[src/rtl/phys_reg_tracker.sv]
// phys_reg_tracker: physical-register free list and ready list for the R10K
// rename stage, with internal branch checkpoints for single-cycle mispredict
// recovery.
// Optional build macro PHYS_REG_TRACKER_CHECK_EN adds a sticky err output that
// flags double frees, takes while full and restores of invalid slots.
module phys_reg_tracker #(
  parameter int unsigned NUM_PHYS   = 64,
  parameter int unsigned NUM_ARCH   = 32,
  parameter int unsigned ALLOC_W    = 3,
  parameter int unsigned RETIRE_W   = 3,
  parameter int unsigned CDB_W      = 3,
  parameter int unsigned CKPT_DEPTH = 4,
  localparam int unsigned PIDX = $clog2(NUM_PHYS),
  localparam int unsigned CW   = $clog2(ALLOC_W + 1),
  localparam int unsigned RW   = $clog2(RETIRE_W + 1),
  localparam int unsigned KIDX = $clog2(CKPT_DEPTH),
  localparam int unsigned FCW  = $clog2(NUM_PHYS + 1)
) (
  input  logic                          clock,
  input  logic                          reset,
  input  logic [CW-1:0]                 alloc_req_count,
  output logic [CW-1:0]                 alloc_grant_count,
  output logic [ALLOC_W-1:0][PIDX-1:0]  alloc_idx,
  output logic [FCW-1:0]                free_count,
  input  logic [RW-1:0]                 retire_count,
  input  logic [RETIRE_W-1:0][PIDX-1:0] retire_idx,
  input  logic [CDB_W-1:0]              cdb_valid,
  input  logic [CDB_W-1:0][PIDX-1:0]    cdb_idx,
  input  logic                          ckpt_take,
  output logic [KIDX-1:0]               ckpt_id,
  output logic                          ckpt_full,
  input  logic                          ckpt_release,
  input  logic [KIDX-1:0]               ckpt_release_id,
  input  logic                          restore,
  input  logic [KIDX-1:0]               restore_id,
  output logic [NUM_PHYS-1:0]           free_list,
  output logic [NUM_PHYS-1:0]           complete_list,
  output logic [NUM_PHYS-1:0]           next_complete_list
`ifdef PHYS_REG_TRACKER_CHECK_EN
  ,
  output logic                          err
`endif
);

  localparam logic [NUM_PHYS-1:0] COMPLETE_RST = (NUM_PHYS'(1) << NUM_ARCH) - NUM_PHYS'(1);
  localparam logic [NUM_PHYS-1:0] FREE_RST     = ~COMPLETE_RST;

  logic [NUM_PHYS-1:0]                 free_list_q, free_list_d;
  logic [NUM_PHYS-1:0]                 complete_q;
  logic [FCW-1:0]                      free_count_q, free_count_d;
  logic [CKPT_DEPTH-1:0]               valid_q, valid_d;
  logic [CKPT_DEPTH-1:0][NUM_PHYS-1:0] snap_q, snap_d;
  logic [CKPT_DEPTH-1:0][CKPT_DEPTH-1:0] older_q, older_d;

  logic [NUM_PHYS-1:0]   alloc_mask;
  logic [NUM_PHYS-1:0]   ret_mask;
  logic [NUM_PHYS-1:0]   cdb_mask;
  logic [NUM_PHYS-1:0]   post_alloc;
  logic [CW-1:0]         req_clamp;
  logic                  take_en;
  logic [CKPT_DEPTH-1:0] rel_oh;
  logic [CKPT_DEPTH-1:0] kill;

  // Grant count: clamp request to port width and free count; nothing in restore.
  always_comb begin
    req_clamp = alloc_req_count;
    if (32'(alloc_req_count) > ALLOC_W) req_clamp = CW'(ALLOC_W);
    alloc_grant_count = '0;
    if (!restore) begin
      if (32'(req_clamp) <= 32'(free_count_q)) alloc_grant_count = req_clamp;
      else                                     alloc_grant_count = CW'(free_count_q);
    end
  end

  // Priority selector: the ALLOC_W lowest-indexed free registers.
  always_comb begin
    logic [NUM_PHYS-1:0] avail;
    logic                found;
    avail      = free_list_q;
    alloc_idx  = '0;
    alloc_mask = '0;
    for (int unsigned k = 0; k < ALLOC_W; k++) begin
      found = 1'b0;
      for (int unsigned p = 0; p < NUM_PHYS; p++) begin
        if (!found && avail[p]) begin
          found        = 1'b1;
          avail[p]     = 1'b0;
          alloc_idx[k] = PIDX'(p);
          if (k < 32'(alloc_grant_count)) alloc_mask[p] = 1'b1;
        end
      end
    end
  end

  // Decode retirements and completions into bit masks.
  always_comb begin
    ret_mask = '0;
    cdb_mask = '0;
    for (int unsigned r = 0; r < RETIRE_W; r++) begin
      if (r < 32'(retire_count)) ret_mask[retire_idx[r]] = 1'b1;
    end
    for (int unsigned c = 0; c < CDB_W; c++) begin
      if (cdb_valid[c]) cdb_mask[cdb_idx[c]] = 1'b1;
    end
  end

  // Lowest invalid checkpoint slot and full flag.
  always_comb begin
    logic found;
    found   = 1'b0;
    ckpt_id = '0;
    for (int unsigned s = 0; s < CKPT_DEPTH; s++) begin
      if (!found && !valid_q[s]) begin
        found   = 1'b1;
        ckpt_id = KIDX'(s);
      end
    end
    ckpt_full = &valid_q;
  end

  assign take_en    = ckpt_take && !ckpt_full && !restore;
  assign post_alloc = free_list_q & ~alloc_mask;

  // Allocation clears win over completions on the same index.
  assign next_complete_list = (complete_q | cdb_mask) & ~alloc_mask;

  // Next free list: snapshot on restore, otherwise allocate and free.
  always_comb begin
    free_list_d = post_alloc | ret_mask;
    if (restore) free_list_d = snap_q[restore_id] | ret_mask;
  end

  // Popcount of the next free list, registered alongside it.
  always_comb begin
    free_count_d = '0;
    for (int unsigned p = 0; p < NUM_PHYS; p++) begin
      free_count_d = free_count_d + FCW'(free_list_d[p]);
    end
  end

  // Checkpoint bookkeeping: release, restore squash, take, snapshot refresh.
  always_comb begin
    rel_oh = '0;
    kill   = '0;
    if (ckpt_release && valid_q[ckpt_release_id] &&
        !(restore && (restore_id == ckpt_release_id))) begin
      rel_oh[ckpt_release_id] = 1'b1;
    end
    if (restore) begin
      kill[restore_id] = 1'b1;
      for (int unsigned s = 0; s < CKPT_DEPTH; s++) begin
        if (older_q[s][restore_id]) kill[s] = 1'b1;
      end
    end
    valid_d = valid_q & ~rel_oh & ~kill;
    for (int unsigned s = 0; s < CKPT_DEPTH; s++) begin
      snap_d[s]  = snap_q[s] | ret_mask;
      older_d[s] = older_q[s] & ~rel_oh & ~kill;
    end
    if (take_en) begin
      valid_d[ckpt_id] = 1'b1;
      snap_d[ckpt_id]  = post_alloc | ret_mask;
      older_d[ckpt_id] = valid_q & ~rel_oh;
    end
  end

  // State registers.
  always_ff @(posedge clock) begin
    if (reset) begin
      free_list_q  <= FREE_RST;
      complete_q   <= COMPLETE_RST;
      free_count_q <= FCW'(NUM_PHYS - NUM_ARCH);
      valid_q      <= '0;
      snap_q       <= '0;
      older_q      <= '0;
    end else begin
      free_list_q  <= free_list_d;
      complete_q   <= next_complete_list;
      free_count_q <= free_count_d;
      valid_q      <= valid_d;
      snap_q       <= snap_d;
      older_q      <= older_d;
    end
  end

  assign free_list     = free_list_q;
  assign complete_list = complete_q;
  assign free_count    = free_count_q;

`ifdef PHYS_REG_TRACKER_CHECK_EN
  logic err_q, err_d;

  // Sticky protocol-error detection.
  always_comb begin
    err_d = err_q;
    if (ckpt_take && ckpt_full)          err_d = 1'b1;
    if (restore && !valid_q[restore_id]) err_d = 1'b1;
    for (int unsigned r = 0; r < RETIRE_W; r++) begin
      if (r < 32'(retire_count)) begin
        if (free_list_q[retire_idx[r]]) err_d = 1'b1;
        for (int unsigned o = 0; o < r; o++) begin
          if (retire_idx[o] == retire_idx[r]) err_d = 1'b1;
        end
      end
    end
  end

  // Error flag register.
  always_ff @(posedge clock) begin
    if (reset) err_q <= 1'b0;
    else       err_q <= err_d;
  end

  assign err = err_q;
`endif

endmodule

[config.mk]
export PLATFORM = sky130hd
export DESIGN_NAME = phys_reg_tracker
export DESIGN_NICKNAME = d
export VERILOG_FILES = /design/src/rtl/phys_reg_tracker.sv
export SDC_FILE = /design/constraint.sdc
export NUM_CORES = 2
export LEC_CHECK = 0
export CAP_MARGIN = 0
export CORE_MARGIN = 3
export CORE_UTILIZATION = 33
export CTS_BUF_LIST = sky130_fd_sc_hd__clkbuf_8
export CTS_CLUSTER_SIZE = 28
export DETAILED_ROUTE_END_ITERATION = 8
export PLACE_DENSITY = 0.48
export SLEW_MARGIN = 0
export SYNTH_ARGS = -nofsm -noshare
export SYNTH_HDL_FRONTEND = slang
export SYNTH_SLANG_ARGS = --single-unit
[constraint.sdc]
create_clock -name clock -period 14.2 [get_ports clock]
set_input_delay 4.26 -clock clock [delete_from_list [all_inputs] [get_ports clock]]
set_output_delay 4.26 -clock clock [all_outputs]
set_load 0.005 [all_outputs]
==> impl_results.html <==
<table>
<tr><th>Metric</th><th>Value</th></tr>
<tr><th colspan="2">Run status</th></tr>
<tr><td>Status</td><td>finished, final reports clean</td></tr>
<tr><th colspan="2">Logic synthesis</th></tr>
<tr><td>Syn_nets</td><td>between 3000 and 4000</td></tr>
<tr><td>Top_reg_cell synth</td><td>sky130_fd_sc_hd__dfxtp_1</td></tr>
<tr><td>Number of distinct library cells after synthesis</td><td>between 100 and 150</td></tr>
<tr><td>Number of enable-type register cells in the synthesized netlist</td><td>0</td></tr>
<tr><td>Cell area after technology mapping</td><td>between 20000 and 30000 sq um</td></tr>
<tr><td>Synth Warn #</td><td>0</td></tr>
<tr><td>Share of synthesized area occupied by flip-flops and latches</td><td>between 20 and 30%</td></tr>
<tr><td>Cell count after synthesis</td><td>3832</td></tr>
<tr><td>Synthesized area per cell</td><td>around 7.4 sq um</td></tr>
<tr><td>Number of flip-flops and latches in the synthesized netlist</td><td>407</td></tr>
<tr><td>Async set or reset register ratio after synthesis</td><td>0%</td></tr>
<tr><th colspan="2">Timing</th></tr>
<tr><td>Final worst slack</td><td>about 1.3 ns</td></tr>
<tr><td>Part of the cycle the worst path needs</td><td>approximately 91%</td></tr>
<tr><td>Transition time of the tightest slew-check pin</td><td>approximately 1.3 ns</td></tr>
<tr><td>Final max-slew violation count</td><td>0</td></tr>
<tr><td>Max Clk Rate</td><td>roughly 78 MHz</td></tr>
<tr><td>Post-route setup TNS</td><td>0 ns</td></tr>
<tr><td>Headroom to the max-slew limit</td><td>15.2%</td></tr>
<tr><td>RSZ-0062 raised after global routing</td><td>false</td></tr>
<tr><td>Endpoints failing hold</td><td>0</td></tr>
<tr><td>Final worst path period need</td><td>about 13 ns</td></tr>
<tr><td>Final clock skew</td><td>about 0.056 ns</td></tr>
<tr><td>Worst hold slack</td><td>0.462 ns</td></tr>
<tr><td>Number of setup violations in the final report</td><td>0</td></tr>
<tr><th colspan="2">Floorplanning</th></tr>
<tr><td>Standard cell core area</td><td>about 85000 sq um</td></tr>
<tr><td>Total die area</td><td>89900 sq um</td></tr>
<tr><td>Effective utilization at floorplan</td><td>33.4%</td></tr>
<tr><td>Cell Rows</td><td>around 110</td></tr>
<tr><td>Horizontal die dimension</td><td>roughly 300 um</td></tr>
<tr><td>Total I/O pin count</td><td>approximately 270</td></tr>
<tr><td>Vert. Die Dim</td><td>~300 um</td></tr>
<tr><th colspan="2">Power</th></tr>
<tr><td>Static power due to leakage</td><td>~12 nW</td></tr>
<tr><td>Switching component of the power</td><td>1.79 mW</td></tr>
<tr><td>Sequential cell fraction of total power</td><td>28.2%</td></tr>
<tr><td>Part of the total power dissipated in the clock network</td><td>about 29%</td></tr>
<tr><td>P_int</td><td>between 2 and 3 mW</td></tr>
<tr><td>Share of total power in combinational logic</td><td>between 40 and 50%</td></tr>
<tr><td>Proportion of total power due to net switching</td><td>40.0%</td></tr>
<tr><td>Worst ir drop on vdd</td><td>about 0.16 mV</td></tr>
<tr><td>Total power divided by cell area</td><td>130 nW/um^2</td></tr>
<tr><th colspan="2">Clock tree</th></tr>
<tr><td>Quantity of gates resized following cts</td><td>0</td></tr>
<tr><td>Post-CTS Hold Buffers</td><td>0</td></tr>
<tr><td>Maximum buffer depth of the clock tree</td><td>3</td></tr>
<tr><td>Root buffer cell</td><td>sky130_fd_sc_hd__clkbuf_8</td></tr>
<tr><td>Reg clk slew, reported paths</td><td>~0.06 ns</td></tr>
<tr><td>TritonCTS clock tree</td><td>yes</td></tr>
<tr><td>Clock buffer count from CTS</td><td>a little under 80</td></tr>
<tr><td>Clock Sinks</td><td>407</td></tr>
<tr><td>Post-CTS setup-driven buffer insertion count</td><td>0</td></tr>
<tr><td>Clock Latency Late Sink</td><td>around 0.71 ns</td></tr>
<tr><td>Number of levels in the clock H-tree</td><td>3</td></tr>
<tr><th colspan="2">Run</th></tr>
<tr><td>Max-cap viol count</td><td>0</td></tr>
<tr><th colspan="2">Placed design</th></tr>
<tr><td>Post-DP Area</td><td>32600 sq um</td></tr>
<tr><td>Pre-CTS setup slack</td><td>0.721 ns</td></tr>
<tr><td>Gpl congestion</td><td>1.04</td></tr>
<tr><td>Count of input and output buffers</td><td>roughly 270</td></tr>
<tr><td>HPWL after DPL</td><td>between 100 and 150 mm</td></tr>
<tr><th colspan="2">Hold path</th></tr>
<tr><td>Worst min path class</td><td>flip-flop to flip-flop</td></tr>
<tr><th colspan="2">Drt</th></tr>
<tr><td>DR vias</td><td>between 30000 and 40000</td></tr>
<tr><td>Drt total wl</td><td>between 100 and 150 mm</td></tr>
<tr><td>Post-route ant nets</td><td>0</td></tr>
<tr><td>Detailed Route Iter0 Violations</td><td>4377</td></tr>
<tr><td>Iteration count of the initial detailed-routing pass</td><td>6</td></tr>
<tr><td>Mean number of vias per cell</td><td>between 6 and 7</td></tr>
<tr><td>Post-route DRC violation count</td><td>0</td></tr>
<tr><td>Mean routed wirelength per cell</td><td>roughly 29 um</td></tr>
<tr><th colspan="2">Setup path</th></tr>
<tr><td>Worst endpoint data arrival time</td><td>13.41 ns</td></tr>
<tr><td>Worst Path Required</td><td>between 10 and 15 ns</td></tr>
<tr><td>Bufs and invs on worst path</td><td>5</td></tr>
<tr><td>Startpoint class of the critical path</td><td>input pin</td></tr>
<tr><td>Setup slack of the most critical reg-to-reg path</td><td>around 2.2 ns</td></tr>
<tr><td>Crit path kind</td><td>input pin to flip-flop</td></tr>
<tr><td>Crit path max fanout</td><td>25</td></tr>
<tr><td>Most used cell along the critical path</td><td>sky130_fd_sc_hd__fa_1</td></tr>
<tr><td>Max stage delay on crit path</td><td>between 0.7 and 0.8 ns</td></tr>
<tr><td>Slowest-stage cell, CP</td><td>sky130_fd_sc_hd__nor3b_1</td></tr>
<tr><td>Category of cells accounting for the largest share of critical-path delay</td><td>adder cells</td></tr>
<tr><td>Critical path endpoint category</td><td>flip-flop</td></tr>
<tr><th colspan="2">Final layout</th></tr>
<tr><td>Total non-filler cell area in the finished layout</td><td>~34000 sq um</td></tr>
<tr><td>Area occupied by registers</td><td>8150 sq um</td></tr>
<tr><td>Area taken by multi-input logic gates</td><td>around 19000 sq um</td></tr>
<tr><td>Post-layout net count</td><td>between 4000 and 5000</td></tr>
<tr><td>Share of layout cells above drive strength 1</td><td>between 10% and 20%</td></tr>
<tr><td>Filler cell count</td><td>approximately 9000</td></tr>
<tr><td>Relative area change from synthesis to final layout</td><td>20.4%</td></tr>
<tr><th colspan="2">GRT</th></tr>
<tr><td>Maximum number of pins on one net before global-route repair</td><td>74</td></tr>
<tr><td>Number of antenna violations at the first check in global routing</td><td>5</td></tr>
<tr><td>Total grt overflow</td><td>0</td></tr>
<tr><td>GRT Resource Usage Total</td><td>between 30% and 40%</td></tr>
<tr><td>Global-route wire length before repair</td><td>216 mm</td></tr>
<tr><td>Number of global-route vias before repair</td><td>between 20000 and 30000</td></tr>
</table>
==> placed cells by master, fill, tap and decap left out, drive strengths merged, types with 52 or more instances in the layout <==
cell type and count:
nand2 700, dfxtp 407, nor2 342, clkdlybuf4s50 269, a21oi 222, a31oi 204
o21ai 198, buf 143, nor3 123, nand3 122, inv 121, clkbuf 104
o22ai 101, mux4 64, a221oi 60, and2 58, fa 54, nand4 52
==> path summary, 6_finish.rpt <==
path / from / cells after the start / endpoint
hold / removal: older_q[13] / 2 / older_q[13]
setup / recovery: alloc_req_count[1] / 30 / free_count[6]
setup reg to reg: free_list[9] / 33 / free_count[6]
hold reg to reg: older_q[13] / 2 / older_q[13]
==> power by group through the flow <==
| stage | Clock, mW | Combinational (mW) | Sequential, mW |
|---|---|---|---|
| 3_5_place_dp | 0 | 1.91 | 1.28 |
| 6_report | 1.28 | 1.93 | 1.26 |
| 4_1_cts | 1.31 | 1.93 | 1.26 |
| 2_1_floorplan | 0 | 1.30 | 1.25 |
| 3_3_place_gp | 0 | 1.93 | 1.28 |
| 5_1_grt | 1.36 | 2.14 | 1.27 |
==> cell usage after synthesis (51+ instances only) <==
cell type | instances | area [sq um]
sky130_fd_sc_hd__a31oi_1 | 203 | 1270
sky130_fd_sc_hd__mux4_2 | 64 | 1440
sky130_fd_sc_hd__o21ai_0 | 191 | 956
sky130_fd_sc_hd__dfxtp_1 | 407 | 8150
sky130_fd_sc_hd__clkbuf_1 | 251 | 942
sky130_fd_sc_hd__a21oi_1 | 222 | 1110
sky130_fd_sc_hd__nand2_1 | 700 | 2630
sky130_fd_sc_hd__nor2_1 | 341 | 1280
sky130_fd_sc_hd__nand4_1 | 51 | 319
sky130_fd_sc_hd__fa_1 | 54 | 1080
sky130_fd_sc_hd__inv_1 | 103 | 387
sky130_fd_sc_hd__a221oi_1 | 60 | 526
sky130_fd_sc_hd__o22ai_1 | 100 | 626
sky130_fd_sc_hd__nand3_1 | 119 | 596
sky130_fd_sc_hd__nor3_1 | 119 | 596
sky130_fd_sc_hd__and2_1 | 58 | 363
==> metal layers <==
layer  global-route usage [%]  part of all wire (%)  vias up
met4                     13.4                   4.6        2
met2                     48.5                    43     1951
met5                        0                0.0087        -
li1                         -                     -    14431
met3                     5.94                   9.4      315
met1                     44.6                    43    15588
==> cell families (layout without fill, tap and decap cells) <==
family | after synthesis | after routing | share of synthesized area [%]
AND/OR/NAND/NOR | 1691 | 1691 | 28.0
AO/OA/AOI/OAI | 1118 | 1118 | 25.9
buffers and inverters | 408 | 655 | 5.54
flip-flops | 407 | 407 | 28.6
multiplexers | 93 | 93 | 6.09
adder cells (fa/ha/maj) | 89 | 89 | 5.17
XOR/XNOR | 26 | 26 | 0.799
other | 0 | 5 | 0
==> registers in the layout, summed over array words and instances (netlist names) <==
signal         count
older_q           12
complete_list     64
free_list         64
snap_q           256
free_count         7
valid_q            4
==> worst reg2reg max path, delay by kind of cell (launching register included) <==
family / cells / cell delay (ns)
adders and majority gates: 10 / 4.19
and+or+nand+nor: 8 / 3.42
buffers and inverters: 6 / 0.77
AOI/OAI and AO/OA: 9 / 3.01
DFF: 1 / 0.47
==> final cells by class <==
cell class / count / share of cell area (%)
clock buffer: 104 / 4.17
inverter: 106 / 1.16
sequential: 407 / 23.7
clock inverter: 33 / 0.794
multi-input combinational: 3017 / 54.9
tap: 1144 / 4.17
antenna: 5 / 0.0364
timing repair buffer: 412 / 11.1
==> metrics by stage <==
| step | cells | power, mW | utilization (%) |
|---|---|---|---|
| after floorplan | 3832 | 2.55 | - |
| after global placement | 5086 | 3.21 | 38.2 |
| after detailed placement | 5086 | 3.20 | 38.2 |
| after CTS | 5223 | 4.49 | 40.2 |
| after global routing | 5225 | 4.76 | 40.2 |
| final | 5228 | 4.47 | 40.2 |
Note: power is estimated with default switching activity, not from simulation.
